==> src/rtl/ldpc_phase_scheduler.sv <==
`default_nettype none
// ============================================================================
//  Module      : ldpc_phase_scheduler
//  Description : Top-level phase sequencer for the LDPC PE_BLOCK array.
//                Steps a codeword through intrinsic load, alternating CNU and
//                VNU sweeps separated by pipeline-flush gaps, and hard-decision
//                readout. Drives the shared address streams and the phase
//                enables broadcast to every PE_BLOCK.
//  Revision    : 1.0 - initial release
// ============================================================================
module ldpc_phase_scheduler #(
  parameter int L          = 32,
  parameter int ADDR_WIDTH = 5,
  parameter int CNU_DELAY  = 5,
  parameter int VNU_DELAY  = 3,
  parameter int ITER_WIDTH = 4
) (
  input  logic                  clk,
  input  logic                  rst_n,
  input  logic                  start,
  input  logic [ITER_WIDTH-1:0] max_iter,
  input  logic                  load_valid,
  input  logic                  parity_ok,
  output logic                  busy,
  output logic [ADDR_WIDTH-1:0] load_add,
  output logic [ADDR_WIDTH-1:0] proc_add,
  output logic [ADDR_WIDTH-1:0] read_add,
  output logic                  read_valid,
  output logic                  rs,
  output logic                  enable_cnu,
  output logic                  enable_vnu,
  output logic [ITER_WIDTH-1:0] iter_count,
  output logic                  done,
  output logic                  converged
);

  // Flush counter only has to reach the longer of the two pipeline depths.
  localparam int c_DLY_MAX = (CNU_DELAY > VNU_DELAY) ? CNU_DELAY : VNU_DELAY;
  localparam int c_FW      = $clog2(c_DLY_MAX + 1);

  localparam logic [ADDR_WIDTH-1:0] c_LAST     = ADDR_WIDTH'(L - 1);
  localparam logic [c_FW-1:0]       c_CNU_END  = c_FW'(CNU_DELAY - 1);
  localparam logic [c_FW-1:0]       c_VNU_END  = c_FW'(VNU_DELAY - 1);
  localparam logic [ITER_WIDTH-1:0] c_ITER_MAX = '1;
  localparam logic [ITER_WIDTH-1:0] c_ITER_ONE = ITER_WIDTH'(1);

  typedef enum logic [2:0] {
    S_IDLE      = 3'd0,
    S_LOAD      = 3'd1,
    S_CNU       = 3'd2,
    S_CNU_FLUSH = 3'd3,
    S_VNU       = 3'd4,
    S_VNU_FLUSH = 3'd5,
    S_READ      = 3'd6,
    S_DONE      = 3'd7
  } state_t;

  state_t                r_state;
  logic                  r_busy;
  logic [ADDR_WIDTH-1:0] r_load_add;
  logic [ADDR_WIDTH-1:0] r_proc_add;
  logic [ADDR_WIDTH-1:0] r_read_add;
  logic                  r_read_valid;
  logic                  r_rs;
  logic                  r_en_cnu;
  logic                  r_en_vnu;
  logic [ITER_WIDTH-1:0] r_iter;
  logic [ITER_WIDTH-1:0] r_limit;
  logic                  r_done;
  logic                  r_conv;
  logic [c_FW-1:0]       r_flush;

  logic [ITER_WIDTH-1:0] w_iter_inc;
  logic [ITER_WIDTH-1:0] w_limit_in;
  logic                  w_stop;

  // Saturating iteration increment, zero-limit promotion and termination test.
  assign w_iter_inc = (r_iter == c_ITER_MAX) ? r_iter : r_iter + c_ITER_ONE;
  assign w_limit_in = (max_iter == '0) ? c_ITER_ONE : max_iter;
  assign w_stop     = parity_ok || (w_iter_inc == r_limit);

  // Every output is a register, so there is no input-to-output path.
  assign busy       = r_busy;
  assign load_add   = r_load_add;
  assign proc_add   = r_proc_add;
  assign read_add   = r_read_add;
  assign read_valid = r_read_valid;
  assign rs         = r_rs;
  assign enable_cnu = r_en_cnu;
  assign enable_vnu = r_en_vnu;
  assign iter_count = r_iter;
  assign done       = r_done;
  assign converged  = r_conv;

  // Phase sequencer: state, counters and registered outputs updated together.
  always_ff @(posedge clk or negedge rst_n) begin
    if (!rst_n) begin
      r_state      <= S_IDLE;
      r_busy       <= 1'b0;
      r_load_add   <= '0;
      r_proc_add   <= '0;
      r_read_add   <= '0;
      r_read_valid <= 1'b0;
      r_rs         <= 1'b0;
      r_en_cnu     <= 1'b0;
      r_en_vnu     <= 1'b0;
      r_iter       <= '0;
      r_limit      <= '0;
      r_done       <= 1'b0;
      r_conv       <= 1'b0;
      r_flush      <= '0;
    end else begin
      r_done <= 1'b0;
      case (r_state)
        S_IDLE: begin
          if (start) begin
            r_limit    <= w_limit_in;
            r_iter     <= '0;
            r_conv     <= 1'b0;
            r_busy     <= 1'b1;
            r_load_add <= '0;
            r_state    <= S_LOAD;
          end
        end

        // Address advances only on valid words; an absent word simply stalls.
        S_LOAD: begin
          if (load_valid) begin
            if (r_load_add == c_LAST) begin
              r_load_add <= '0;
              r_proc_add <= '0;
              r_en_cnu   <= 1'b1;
              r_state    <= S_CNU;
            end else begin
              r_load_add <= r_load_add + 1'b1;
            end
          end
        end

        S_CNU: begin
          if (r_proc_add == c_LAST) begin
            r_en_cnu   <= 1'b0;
            r_proc_add <= '0;
            r_flush    <= '0;
            r_state    <= S_CNU_FLUSH;
          end else begin
            r_proc_add <= r_proc_add + 1'b1;
          end
        end

        // Let the CNU pipeline drain before the VNU sweep reads its results.
        S_CNU_FLUSH: begin
          if (r_flush == c_CNU_END) begin
            r_en_vnu <= 1'b1;
            r_rs     <= 1'b1;
            r_state  <= S_VNU;
          end else begin
            r_flush <= r_flush + 1'b1;
          end
        end

        S_VNU: begin
          if (r_proc_add == c_LAST) begin
            r_en_vnu   <= 1'b0;
            r_proc_add <= '0;
            r_flush    <= '0;
            r_state    <= S_VNU_FLUSH;
          end else begin
            r_proc_add <= r_proc_add + 1'b1;
          end
        end

        // Syndrome is only meaningful once the VNU pipeline has fully drained,
        // so parity_ok is looked at on the last flush cycle alone.
        S_VNU_FLUSH: begin
          if (r_flush == c_VNU_END) begin
            r_iter <= w_iter_inc;
            r_rs   <= 1'b0;
            if (w_stop) begin
              r_conv       <= parity_ok;
              r_read_valid <= 1'b1;
              r_read_add   <= '0;
              r_state      <= S_READ;
            end else begin
              r_en_cnu <= 1'b1;
              r_state  <= S_CNU;
            end
          end else begin
            r_flush <= r_flush + 1'b1;
          end
        end

        S_READ: begin
          if (r_read_add == c_LAST) begin
            r_read_valid <= 1'b0;
            r_read_add   <= '0;
            r_done       <= 1'b1;
            r_state      <= S_DONE;
          end else begin
            r_read_add <= r_read_add + 1'b1;
          end
        end

        S_DONE: begin
          r_busy  <= 1'b0;
          r_state <= S_IDLE;
        end

        default: begin
          r_busy  <= 1'b0;
          r_state <= S_IDLE;
        end
      endcase
    end
  end

endmodule
`default_nettype wire

==> config.mk <==
export PLATFORM = sky130hd
export DESIGN_NAME = ldpc_phase_scheduler
export DESIGN_NICKNAME = d
export VERILOG_FILES = /design/src/rtl/ldpc_phase_scheduler.sv
export SDC_FILE = /design/constraint.sdc
export NUM_CORES = 1
export LEC_CHECK = 0
export BUFFER_PORTS_ARGS = -buffer_cell sky130_fd_sc_hd__buf_2
export CORE_MARGIN = 5
export CORE_UTILIZATION = 55
export CTS_CLUSTER_DIAMETER = 30
export CTS_CLUSTER_SIZE = 10
export DETAILED_ROUTE_END_ITERATION = 7
export MAX_ROUTING_LAYER = met4
export PLACE_DENSITY_LB_ADDON = 0.15
export SLEW_MARGIN = 15
export SYNTH_ARGS = -nofsm -noshare
export SYNTH_HDL_FRONTEND = slang
export SYNTH_SLANG_ARGS = --single-unit
==> constraint.sdc <==
create_clock -name clk -period 2.35 [get_ports clk]
set_clock_uncertainty 0.2 [all_clocks]
set_input_delay 0.235 -clock clk [delete_from_list [all_inputs] [get_ports clk]]
set_output_delay 0.235 -clock clk [all_outputs]
set_load 0.05 [all_outputs]
Word level (Yosys, flattened, before mapping) --
Index checks and enable logic that the tools add are counted.
Operators by class: add/sub/neg operators 5, multiply operators 0, div/mod/pow operators 0, order comparisons 0, equality and inequality tests 27, shifts and indexed selects 0, mux-type cells 53, bitwise gates (word level) 0, reductions and logical operators 26
Operators with widths (count):
- two-way mux 5 bit | 9
- two-way mux 3 bit | 12
- case mux 5 bit (2 select lines) | 3
- inequality test 2 bit (second input constant) | 12
- case mux 3 bit (8 select lines) | 1
- AND reduction 3 bit | 6
- two-way mux 1 bit | 16
- two-way mux 4 bit | 4
- adder 5 x 1 -> 5 bit (second input constant) | 3
- == test 3 bit (second input constant) | 5
- == test 5 bit (second input constant) | 3
- nonzero test 2 bit | 7
- AND reduction 4 bit | 3
- case mux 1 bit (2 select lines) | 5
- == test 3 x 2 -> 1 bit (second input constant) | 3
- case mux 3 bit (3 select lines) | 1
- case mux 4 bit (2 select lines) | 1
- AND reduction 8 bit | 1
- AND reduction 6 bit | 1
- nonzero test 3 bit | 2
- adder 4 x 1 -> 4 bit (second input constant) | 1
- == test 4 bit | 1
- == test 4 bit (second input constant) | 1
- logical NOT 4 bit | 1
- other kinds (8) | 9
Storage, ports and cells: register bits after elaboration 36, latch bits 0, memory bits (writable) 0, bits in read-only memories 0, bits of input ports 9, output and inout port bits 26, memories 0

Depth between registers and ports, before layout --
depth in word-level cells 7, mapped depth 8

Worst setup path after synthesis --
Ideal clock, no wire load.
path type flip-flop to flip-flop, start register r_iter[0] (netlist: iter_count[0]), end register r_en_cnu (netlist: enable_cnu), setup time 0.131 ns, data arrival time 2.070 ns, data required time 2.019 ns, path slack -0.051 ns, stages on the path, launching flop included 8, period minus slack after synthesis 2.401 ns, cells stage by stage dfrtp_1 ha_1 nand2b_1 mux2i_1 xor2_1 a31oi_2 a2111oi_2 nor3_1
Between the ends: cells in the longest elaborated chain, start to end 6, elaborated cells between the ends (all ways) 7, those cells by class add/sub: 1; eq/ne: 3; mux: 1; reduce/logical: 2
Ends and longest elaborated chain:
- from (decl) | RTL line 67 | logic [ITER_WIDTH-1:0] r_iter;
- from (signal assigned) | RTL line 177 | r_iter <= w_iter_inc;
- adder 4 x 1 -> 4 bit / == test 4 bit (equally long branches) | RTL line 78 | assign w_iter_inc = (r_iter == c_ITER_MAX) ? r_iter : r_iter + c_ITER_ONE;
- two-way mux 4 bit * | RTL line 78
- == test 4 bit * | RTL line 80 | assign w_stop = parity_ok || (w_iter_inc == r_limit);
- logical OR 1 bit * | RTL line 80
- inequality test 2 bit (no line) *
- AND reduction 6 bit (no line) *
- to (signal assigned) | RTL line 105 | r_en_cnu <= 1'b0;
- to (signal assigned) | RTL line 132 | r_en_cnu <= 1'b1;
- to (signal assigned) | RTL line 142 | r_en_cnu <= 1'b0;
- to (decl) | RTL line 65 | logic r_en_cnu;
Mark *: on every way between the ends. The rest lies on a longest branch, timed or not. A chain may end at the register's enable or synchronous reset.

Worst setup path in the final report --
Same ends and word-level chain as after synthesis.

==> metrics.md <==
| Metric | Value |
|---|---|
| Final min period | 2.215 ns |
| Final setup viols | 0 |
| Antenna Nets Post-Route | 0 |
| Seq/Total Area, Yosys | a little under half |
| Die ar. | 4899 sq um |
| CP required | 2.39 ns |
| Async S/R FF share, synth | 100.0% |
| Worst setup EP type | flip-flop |
| Port bufs | 34 |
| Site Rows | 21 |
| Longest Clk Path Bufs | 2 |
| First-pass GRT wire length | approximately 7.6 mm |
| Final TNS setup | 0 ns |
| H-tree depth | 2 |
| First drt pass iteration count | 6 |
| Place WS | approximately 0.10 ns |
| Pwr Density | just over 900 nW/um^2 |
| Core area | 3416 sq um |
| CTS tree | built |
| Worst vdd ir | between 0.7 and 0.8 mV |
| Synth warn | 0 |
| Yosys reg bits | 36 |
| Largest net degree at the start of global routing | 37 |
| Post-DP HPWL | 3.067 mm |
| Vias in the first global route | 1668 |
| Cell count after synthesis | 204 |
| Clk Latency, worst-skew pair | 0.35 ns |
| Antenna violations before repair | 0 |
| Clock transition at path regs | 0.10 ns |
| Least-Margin Pin Slew | 0.7890 ns |
| Cell with the most instances after synthesis | dfrtp_1 |
| Post-route clock period utilization | a little over nine tenths |
| Largest area contributor in the netlist | dfrtp_1 |
| Max incr delay on CP | 0.45 ns |
| Via density | 5.545 |
| Routed WL | 4.217 mm |
| Ys flop type | dfrtp_1 |
| Avg WL per Cell | 13.92 microns |
| GR Util All Layers | 19.54% |
| Post-synth EDFFs | 0 |
| Number of buffers created by CTS | 5 |
| Slowest-stage cell, CP | dfrtp_2 |
| Initial core utilization | 57.95% |
| CP Class | flip-flop to flip-flop |
| Area Overhead vs Synth | 20.86% |
| Final Max Tran Viols | 0 |
| Fin. Hold Viols | 0 |
| Slew HR | 47.40% |
| Clock Tree Root | clkbuf_4 |
| DR vias | 1680 |
| Ant diodes | 0 |
| Initial DRC count | 41 |
| Die Wd | between 60 and 70 microns |
| Pleak | 1.108 nW |
| Area contributors post-synth | dfrtp_1, ha_1, o21ai_0, mux2_2, nand2_1 |
| Grt total ovfl | 0 |
| Clock Sink Count | 36 |
| Worst setup margin | about 0.14 ns |
| Worst Setup Start Kind | flip-flop |
| Layout cell share with drive strength beyond 1 | between 20 and 25% |
| Run status | finished clean |
| Crit path DAT | 2.25 ns |
| Fin Hold WS | 0.07650 ns |
| Worst hold path class | input port to flip-flop |
| Gpl congestion | 0.7663 |
| Syn_area_per_cell | 9.703 sq um |
| Max-capacitance violation count | 0 |
| Crit path from | iter_count[0] |
| Final net count | 275 |
| Mapped Nets | 223 |
| Syn Std Cell Area | 1979 sq um |
| Fmax | approximately 450 MHz |
| Crit-path cells | buf_4, xnor2_1, a21oi_1, a211oi_2, a31oi_4, a2111oi_2, nor3_1 |
| DRC | 0 |
| Hold Crit Start | load_valid |
| Die Span Y | 69.99 microns |
| Crit Path Max Fanout | 6 |
| Post-synth top area share | 45.51% |
| Worst r2r src | iter_count[0] |
| Synth cell types | 36 |
| Synth top cells by count | dfrtp_1, nand2_1, o21ai_0 |
| I/O Pins | 35 |
cell families (layout without fill, tap and decap cells):
logic type,count (synthesis),count (layout),share of synthesized area [%]
mux,12,12,6.574
compound gates,56,56,18.08
fa+ha+maj,10,10,6.321
simple gates,75,75,18.77
xor+xnor,7,7,3.097
flops,36,36,45.51
buf+inv,8,61,1.643
critical path: cells and delay by family (launching register included):
family / cells / cell delay, ns
AOI/OAI and AO/OA: 4 / 0.98
xor gates and xnor gates: 1 / 0.25
buffers and inverters: 1 / 0.15
DFF: 1 / 0.45
and+or+nand+nor: 1 / 0.08
final cells by class:
| cell class | count | area (sq um) |
|---|---|---|
| sequential | 36 | 903.4 |
| tap | 46 | 57.56 |
| multi-input combinational | 160 | 1057 |
| clock buffer | 8 | 58.81 |
| inverter | 4 | 15.01 |
| fill | 281 | 1023 |
| timing repair buffer | 49 | 300.3 |
final timing paths:
kind,to,slack (ns),cells after the start
worst min register to register,load_add[4],0.32,2
worst max-delay path,enable_cnu,0.14,7
min in group asynchronous,read_add[4],0.30,2
worst max register to register,enable_cnu,0.14,7
worst min-delay path,r_state[0],0.08,4
max in group asynchronous,iter_count[0],1.10,2
metal layers:
metal,global-route usage (%),part of all wire (%),vias up
met4,6.383,1.5,0
met5,-,0,-
li1,-,-,846
met1,24.93,46,800
met3,5.022,4.2,5
met2,30.43,48,29
registers in the layout (all words and copies together) (netlist names):
register    flops
r_state         3
enable_cnu      1
read_add        5
done            1
converged       1
proc_add        5
enable_vnu      1
iter_count      4
busy            1
r_limit         4
r_flush         3
read_valid      1
load_add        5
rs              1
cells in the final DEF, fill, tap and decap left out, types with 3 or more instances in the layout:
cell,netlist,layout
dfrtp_1,36,34
buf_2,2,34
nand2_1,22,22
o21ai_0,19,18
nor2_1,16,16
a21oi_1,16,16
ha_1,10,9
mux2_2,8,8
buf_4,0,8
nand2b_1,7,7
dlygate4sd3_1,0,7
nand3_1,6,6
nor3_1,5,5
a22o_1,5,5
clkbuf_4,0,5
and3_1,4,4
inv_1,4,4
xnor2_1,4,4
a41oi_1,4,4
nand3b_1,4,4
mux2i_1,4,4
a31oi_1,4,4
xor2_1,3,3
nor2b_1,3,3
where the power goes:
| part | internal, mW | switching [mW] | leakage (nW) | total, mW |
|---|---|---|---|---|
| sequential | 0.738 | 0.146 | 0.454 | 0.884 |
| clock | 0.148 | 0.199 | 0.0326 | 0.346 |
| combinational | 0.347 | 0.592 | 0.621 | 0.939 |
| total | 1.23 | 0.937 | 1.11 | 2.17 |
metrics by stage:
stage	total power, mW	instances	utilization (%)	instance area (sq um)
finish	2.169	303	70.04	2392
detailed placement	1.803	286	65.49	2237
floorplan	1.564	204	-	1982
global route	2.329	303	70.04	2392
CTS	2.157	301	69.27	2366
global placement	1.783	286	65.49	2237
repair_timing:
action | in CTS | in global routing
setup buffers | 0 | 2
hold buffers | 7 | 0
gates resized for setup | 0 | 3
hold endpoints to repair | 42 | 0
endpoints found under the setup margin | 0 | 6
Note: power is estimated with default switching activity, not from simulation.
